--- config.mk ---
export PLATFORM = sky130hd
export DESIGN_NAME = bcd_convert_seq
export DESIGN_NICKNAME = d
export VERILOG_FILES = /design/src/rtl/bcd_pkg.sv /design/src/rtl/bcd_digit_adj.sv /design/src/rtl/bcd_convert_seq.sv
export SDC_FILE = /design/constraint.sdc
export NUM_CORES = 1
export LEC_CHECK = 0
export ABC_CLOCK_PERIOD_IN_PS = 2900
export CELL_PAD_IN_SITES_DETAIL_PLACEMENT = 1
export CELL_PAD_IN_SITES_GLOBAL_PLACEMENT = 1
export CORE_AREA = 3 3 96 98
export DETAILED_ROUTE_END_ITERATION = 6
export DIE_AREA = 0 0 99 101
export PLACE_DENSITY = 0.9
export SYNTH_ARGS = -nofsm -noshare
export SYNTH_HDL_FRONTEND = slang
export SYNTH_SLANG_ARGS = --single-unit
--- constraint.sdc ---
create_clock -name clk -period 2.9 [get_ports clk]
set_input_delay 0.29 -clock clk [delete_from_list [all_inputs] [get_ports clk]]
set_output_delay 0.29 -clock clk [all_outputs]
set_load 0.1 [all_outputs]
--- src/rtl/bcd_pkg.sv ---
// bcd_pkg: shared state type, default sizes and saturation constant for bcd_convert_seq.
package bcd_pkg;
  typedef enum logic [1:0] {IDLE, SHIFT, DONE} state_t;
  localparam int BCD_BIN_W = 18;
  localparam int BCD_DIGITS = 5;
  function automatic logic [63:0] all_nines(input int digits);
    all_nines = '0;
    for (int i = 0; i < digits; i++) all_nines[4*i +: 4] = 4'h9;
  endfunction
endpackage

--- src/rtl/bcd_digit_adj.sv ---
// bcd_digit_adj: one double-dabble digit cell, adds 3 when the digit is 5 or more.
module bcd_digit_adj (
  input  logic [3:0] d,
  output logic [3:0] q
);
  always_comb q = (d >= 4'd5) ? d + 4'd3 : d;
endmodule

--- src/rtl/bcd_convert_seq.sv ---
// bcd_convert_seq: sequential binary-to-BCD converter, one shift-and-add-3 step per clock.
// Define BCD_SEQ_SAT_EN to saturate bcd to all-nines when ovf is set.
module bcd_convert_seq
  import bcd_pkg::*;
#(
  parameter int BIN_W = BCD_BIN_W,
  parameter int DIGITS = BCD_DIGITS
) (
  input  logic                clk,
  input  logic                reset,
  input  logic                start,
  input  logic [BIN_W-1:0]    bin,
  output logic                ready,
  output logic                done,
  output logic [4*DIGITS-1:0] bcd,
  output logic                ovf
);
  localparam int CW = $clog2(BIN_W);
  localparam int SW = 4 * (DIGITS + 1);
  localparam int OW = 4 * DIGITS;
`ifdef BCD_SEQ_SAT_EN
  localparam logic [OW-1:0] SAT = OW'(all_nines(DIGITS));
`endif
  state_t          state_q, state_d;
  logic [CW-1:0]   cnt_q, cnt_d;
  logic [BIN_W-1:0] sh_q, sh_d;
  logic [SW-1:0]   scr_q, scr_d, adj;
  logic [OW-1:0]   bcd_q, bcd_d, res;
  logic            ovf_q, ovf_d, done_q, done_d, top_nz;
  for (genvar i = 0; i <= DIGITS; i++) begin : g_adj
    bcd_digit_adj u_adj (.d(scr_q[4*i +: 4]), .q(adj[4*i +: 4]));
  end
  assign ready = state_q != SHIFT;
  assign done  = done_q;
  assign bcd   = bcd_q;
  assign ovf   = ovf_q;
  // the scratch carries one spare digit, so its msb never sets and rotating it back in equals shifting in 0
  always_comb begin
    top_nz = scr_q[SW-1 -: 4] != 4'd0;
`ifdef BCD_SEQ_SAT_EN
    res = top_nz ? SAT : scr_q[OW-1:0];
`else
    res = scr_q[OW-1:0];
`endif
    state_d = state_q;
    cnt_d = cnt_q;
    sh_d = sh_q;
    scr_d = scr_q;
    bcd_d = bcd_q;
    ovf_d = ovf_q;
    done_d = state_q == DONE;
    if (state_q == DONE) begin
      bcd_d = res;
      ovf_d = top_nz;
      state_d = IDLE;
    end
    if (state_q == SHIFT) begin
      {scr_d, sh_d} = {adj[SW-2:0], sh_q, adj[SW-1]};
      cnt_d = cnt_q + 1'b1;
      state_d = (cnt_q == CW'(BIN_W - 1)) ? DONE : SHIFT;
    end else if (start) begin
      sh_d = bin;
      scr_d = '0;
      cnt_d = '0;
      state_d = SHIFT;
    end
  end
  always_ff @(posedge clk or posedge reset) begin
    if (reset) begin
      state_q <= IDLE;
      cnt_q <= '0;
      sh_q <= '0;
      scr_q <= '0;
      bcd_q <= '0;
      ovf_q <= 1'b0;
      done_q <= 1'b0;
    end else begin
      state_q <= state_d;
      cnt_q <= cnt_d;
      sh_q <= sh_d;
      scr_q <= scr_d;
      bcd_q <= bcd_d;
      ovf_q <= ovf_d;
      done_q <= done_d;
    end
  end
endmodule
Yosys cells after proc, flatten, opt, wreduce, memory -nomap -nowiden

Cells that the tools add are included.

Flip-flop bits (word level): 71
Bits in latches: 0
Bits in writable memories: 0
Bits in read-only memories: 0
Input port bits: 21
Output and inout bits: 23
Logic and storage cells: 43
Memories: 0

$add $sub $neg: 7
$mul: 0
Divide/modulo/power cells: 0
$lt $le $gt $ge: 6
Equality and inequality tests: 4
Shifts and indexed selects: 0
Multiplexer cells: 16
Bitwise logic cells: 0
Reductions and logical operators: 3

Operators by type and width:

| operator                                              | number |
|---|---|
| 2-to-1 mux 24 bit                                     | 2 |
| 2-to-1 mux 18 bit                                     | 2 |
| adder 4 x 2 -> 4 bit, second input constant           | 6 |
| >= comparator 4 x 3 -> 1 bit, second input constant   | 6 |
| 2-to-1 mux 4 bit                                      | 6 |
| 2-to-1 mux 5 bit                                      | 2 |
| 2-to-1 mux 2 bit                                      | 4 |
| adder 5 x 1 -> 5 bit, second input constant           | 1 |
| == test 5 bit, second input constant                  | 1 |
| nonzero test 4 bit                                    | 1 |
| nonzero test 3 bit                                    | 1 |
| == test 2 x 1 -> 1 bit, second input constant         | 1 |
| == test 2 bit, second input constant                  | 1 |
| inequality test 2 x 1 -> 1 bit, second input constant | 1 |
| nonzero test 2 bit                                    | 1 |

Longest topological paths before layout

Depth after elaboration: 4
Mapped depth: 7
Mapped depth without buffers: 5

By module

A second synthesis with hierarchy kept.

Cells, all modules: 362
Area, all modules: 3638.5 sq um

By module, submodules not included:

| module          | instances | cells each | area an instance (sq um) | sequential area each (sq um) |
|---|---|---|---|---|
| bcd_convert_seq | 1         | 266        | 3030.4                   | 1776.7 |
| bcd_digit_adj   | 6         | 16         | 101.3                    | 0.0 |

Worst setup path before layout

OpenSTA, ideal clock, no wires.

Path kind: register -> register
From: reg state_q[0]
To: reg scr_q[10]
Setup time: 95 ps
Data arrival time: 1625 ps
Data required time: 2805 ps
Slack: 1180 ps
Cell stages (with the launch flop): 8
Buffers on the path: 3
Clock period less this slack: 1720 ps
Cells stage by stage: dfrtp_1 -> nor2b_4 -> buf_6 -> inv_2 -> buf_2 -> buf_2 -> nand3_1 -> o31ai_1

Longest elaborated chain between the ends: 2
Elaborated cells between the ends (all ways): 3
Those cells by class: eq/ne (1); mux (1); reduce/logical (1)

Ends and longest elaborated chain:

| what                                                           | RTL line              | source |
|---|---|---|
| from (decl)                                                    | bcd_convert_seq.sv:24 | `state_t state_q, state_d;` |
| from (signal assigned)                                         | bcd_convert_seq.sv:78 | `state_q <= state_d;` |
| == test 2 x 1 -> 1 bit *                                       | bcd_convert_seq.sv:57 | `if (state_q == SHIFT) begin` |
| 2-to-1 mux 24 bit / nonzero test 2 bit (equally long branches) | --                    |  |
| to (signal assigned)                                           | bcd_convert_seq.sv:81 | `scr_q <= scr_d;` |
| to (decl)                                                      | bcd_convert_seq.sv:27 | `logic [SW-1:0] scr_q, scr_d, adj;` |

Mark *: on every way between the ends. The rest lies on a longest branch, timed or not.
A chain may end at the register's enable or synchronous reset.

Final worst setup path

From: reg state_q[0]
To: out ready

Longest elaborated chain between the ends: 1

Ends and longest elaborated chain:

| what                           | RTL line              | source |
|---|---|---|
| inequality test 2 x 1 -> 1 bit | bcd_convert_seq.sv:33 | `assign ready = state_q != SHIFT;` |
| to (decl)                      | bcd_convert_seq.sv:13 | `output logic ready,` |

No other way between the ends.

==> run summary <==
The run finished with clean final reports. Sequential elements use 47.9% of the synthesized area. The tools report the final max-slew violation count as 0.

The path class of the tightest hold or removal check is in -> async. Compared with the post-synthesis result, the final layout area differs by 16.1%. Static timing analysis puts the maximum clock frequency at 477 MHz. Type of origin of the critical path: a flop. TritonCTS created 9 clock buffers.

Entering global routing, the biggest net connects 70 pins. Initial core utilization: 43.3%. The number of gates resized after CTS was 0. The root buffer cell chosen for the clock tree is sky130_fd_sc_hd__clkbuf_8.

The clock passes through at most 2 buffers. For this run, design rule violations remaining after detail routing come to 0. The number of hold violations in the final report was 0.

The total routed wirelength was 8870 um; the worst max-slew margin expressed relative to the limit was 50.3%. On the final layout, the worst clock skew is 0.00782 ns. The number of buffers inserted by hold repair at cts was 0; the detailed router's first-iteration violation count was 128. Global routing consumed, over all layers together, 18.5% of the routing resources.

The transition time of the tightest slew-check pin was 0.744 ns. The floorplan step set the die height to 101 um. Across all layers, the routed design uses 2865 vias. The run gives 71 as the TritonCTS sink count.

The worst slack at placement was 1.05 ns; the area of the placeable core was 0.00855 sq mm. The logs give 0 for the number of warning messages in the yosys log and 0.34 ns for the insertion delay to the later sink of the worst-skew pair. sky130_fd_sc_hd__dfrtp_1 takes more of the synthesized area than any other cell.

The number of different library cells used by synthesis comes to 36. The number of synthesized register bits is 71. The horizontal extent of the die was 99 um.

At the worst endpoint, the arrival time is 1.81 ns. Along the worst path, the maximum fanout reaches 39. The first detailed-routing pass took 4 iterations. For the number of violations of the max-capacitance limit, the log shows 0. The repair_antennas step left the layout with diodes totalling 0. The final standard cell utilization of the core is 50.3%, and the average vias per placed instance is 5.84. Cells with a size suffix above 1 make up 18.3% of the layout.

Clock transition at the registers of the reported paths: 0.07 ns. The count of buffers added on input and output ports is 43. TritonCTS built the clock tree. The number of enable flip-flop cells after synthesis came out at 0. The worst setup path is captured at an output port. The worst setup path is of the reg -> out kind. The final layout contains 416 nets. After synthesis, the mean cell area works out to 10.6 sq um. The logs give 348 for the post-synthesis cell count and 0 for the setup-violating endpoint count in the final report. In the finished design, the share of the clock period the worst path needs comes to 72.3%. Summed over all layers, the global routing overflow is 0.

The share of synthesized area in the top cell type comes to 47.9%. The first global-routing pass estimated 15000 um of wire. The dominant synthesized flop cell is sky130_fd_sc_hd__dfrtp_1. The remaining antenna violation count is 0, and the number of nets produced by synthesis is 384. Setup repair after global routing left no endpoint under its margin. The initial antenna violation count is 0, and the netlist area before placement is 0.00371 sq mm. The clock tree synthesis step divided the H-tree into 3 levels. The minimum clock period after layout is 2.10 ns, and the routed length per instance is 18.1 um. For this run, asynchronously set or reset flops after synthesis account for 100%.

Ranked by instance count, the synthesized netlist is headed by sky130_fd_sc_hd__dfrtp_1 (71), sky130_fd_sc_hd__nand2_1 (33), sky130_fd_sc_hd__o21ai_0 (31). The most common cell in the synthesized netlist is sky130_fd_sc_hd__dfrtp_1. The placement row count is 34. The floorplan step defined a die boundary enclosing 0.0100 sq mm. Detailed placement ended at an HPWL of 6080 um. The data required time of the critical path was 2.61 ns. The run gives 2993 as the number of global-route vias before repair. The setup TNS after final layout came out at 0 ns.

Buffers added to address setup during post-CTS repair amount to 0. The weighted congestion reported at the end of routability-driven placement was 0.766; the count of boundary I/O pins was 44. The minimum setup slack in the final design came out at 0.802 ns. Sorting the synthesized cells by area gives the leading types as sky130_fd_sc_hd__dfrtp_1 (48%), sky130_fd_sc_hd__mux2_2 (8.2%), sky130_fd_sc_hd__ha_1 (5.1%).
==> worst paths after layout <==
| path | startpoint | to | slack [ns] | cells past startpoint |
|---|---|---|---|---|
| setup reg to reg | state_q[1] | bcd[3] | 1.04 | 3 |
| hold reg to reg | sh_q[12] | sh_q[13] | 0.48 | 2 |
| hold / removal | reset | bcd[5] | 0.36 | 2 |
| setup / recovery | state_q[0] | ready | 0.80 | 3 |
| max in group asynchronous | reset | sh_q[11] | 1.89 | 3 |
| min in group clk | sh_q[12] | sh_q[13] | 0.48 | 2 |
==> placed cells by master, fill, tap and decap left out, types with 7 or more instances in the layout <==
master	netlist	routed
sky130_fd_sc_hd__a31oi_1	7	7
sky130_fd_sc_hd__buf_4	3	24
sky130_fd_sc_hd__clkbuf_8	0	11
sky130_fd_sc_hd__clkdlybuf4s50_1	0	20
sky130_fd_sc_hd__dfrtp_1	71	71
sky130_fd_sc_hd__ha_1	15	15
sky130_fd_sc_hd__inv_1	15	14
sky130_fd_sc_hd__mux2_2	27	27
sky130_fd_sc_hd__mux2i_1	18	18
sky130_fd_sc_hd__nand2_1	33	33
sky130_fd_sc_hd__nand3_1	18	18
sky130_fd_sc_hd__nor2_1	11	11
sky130_fd_sc_hd__o21ai_0	31	31
sky130_fd_sc_hd__o31ai_1	7	7
==> routing by layer <==
| metal | global-route usage [%] | share of wire [%] | routed length, um |
|---|---|---|---|
| met4 | 6.93 | 1.6 | 138 |
| met3 | 2.91 | 3.7 | 332 |
| met1 | 24.6 | 44 | 3890 |
| met2 | 30.5 | 51 | 4510 |
| met5 | 0 | 0 | 0 |
==> worst max-delay path, stage by stage, from the launching register on <==
cell                      delay [ns]
sky130_fd_sc_hd__dfrtp_1        0.47
sky130_fd_sc_hd__nor2b_4        0.18
sky130_fd_sc_hd__inv_2          0.56
sky130_fd_sc_hd__buf_12         0.26
==> cell type report <==
cell class | instances | area (sq um)
fill | 937 | 4250
sequential | 71 | 1780
multi-input combinational | 235 | 1730
timing repair buffer | 47 | 440
clock buffer | 13 | 159
tap | 108 | 135
inverter | 16 | 60.1
clock inverter | 1 | 5.00
==> registers in the layout, indices dropped and copies added, names as in the netlist <==
name / flops
done: 1
ovf: 1
scr_q: 24
bcd: 20
cnt_q: 5
sh_q: 18
state_q: 2
==> through the flow <==
step	instance area (sq um)	cells	hold WS, ns
global route	4300	491	0.416
floorplan	3710	348	0.446
detailed placement	4140	477	0.474
global placement	4140	477	0.462
CTS	4300	491	0.380
finish	4300	491	0.355
==> logic make-up after synthesis <==
family	after synthesis	synth area share (%)
and+or+nand+nor	102	14.3
AOI/OAI and AO/OA	71	13.5
DFF	71	47.9
muxes	46	13.5
buffers and inverters	42	5.50
adders and majority gates	15	5.06
xor gates and xnor gates	1	0.236
Power is left out: the tool's default activity adds up to more than one toggle a clock period on the data nets, which glitch-free logic cannot reach.
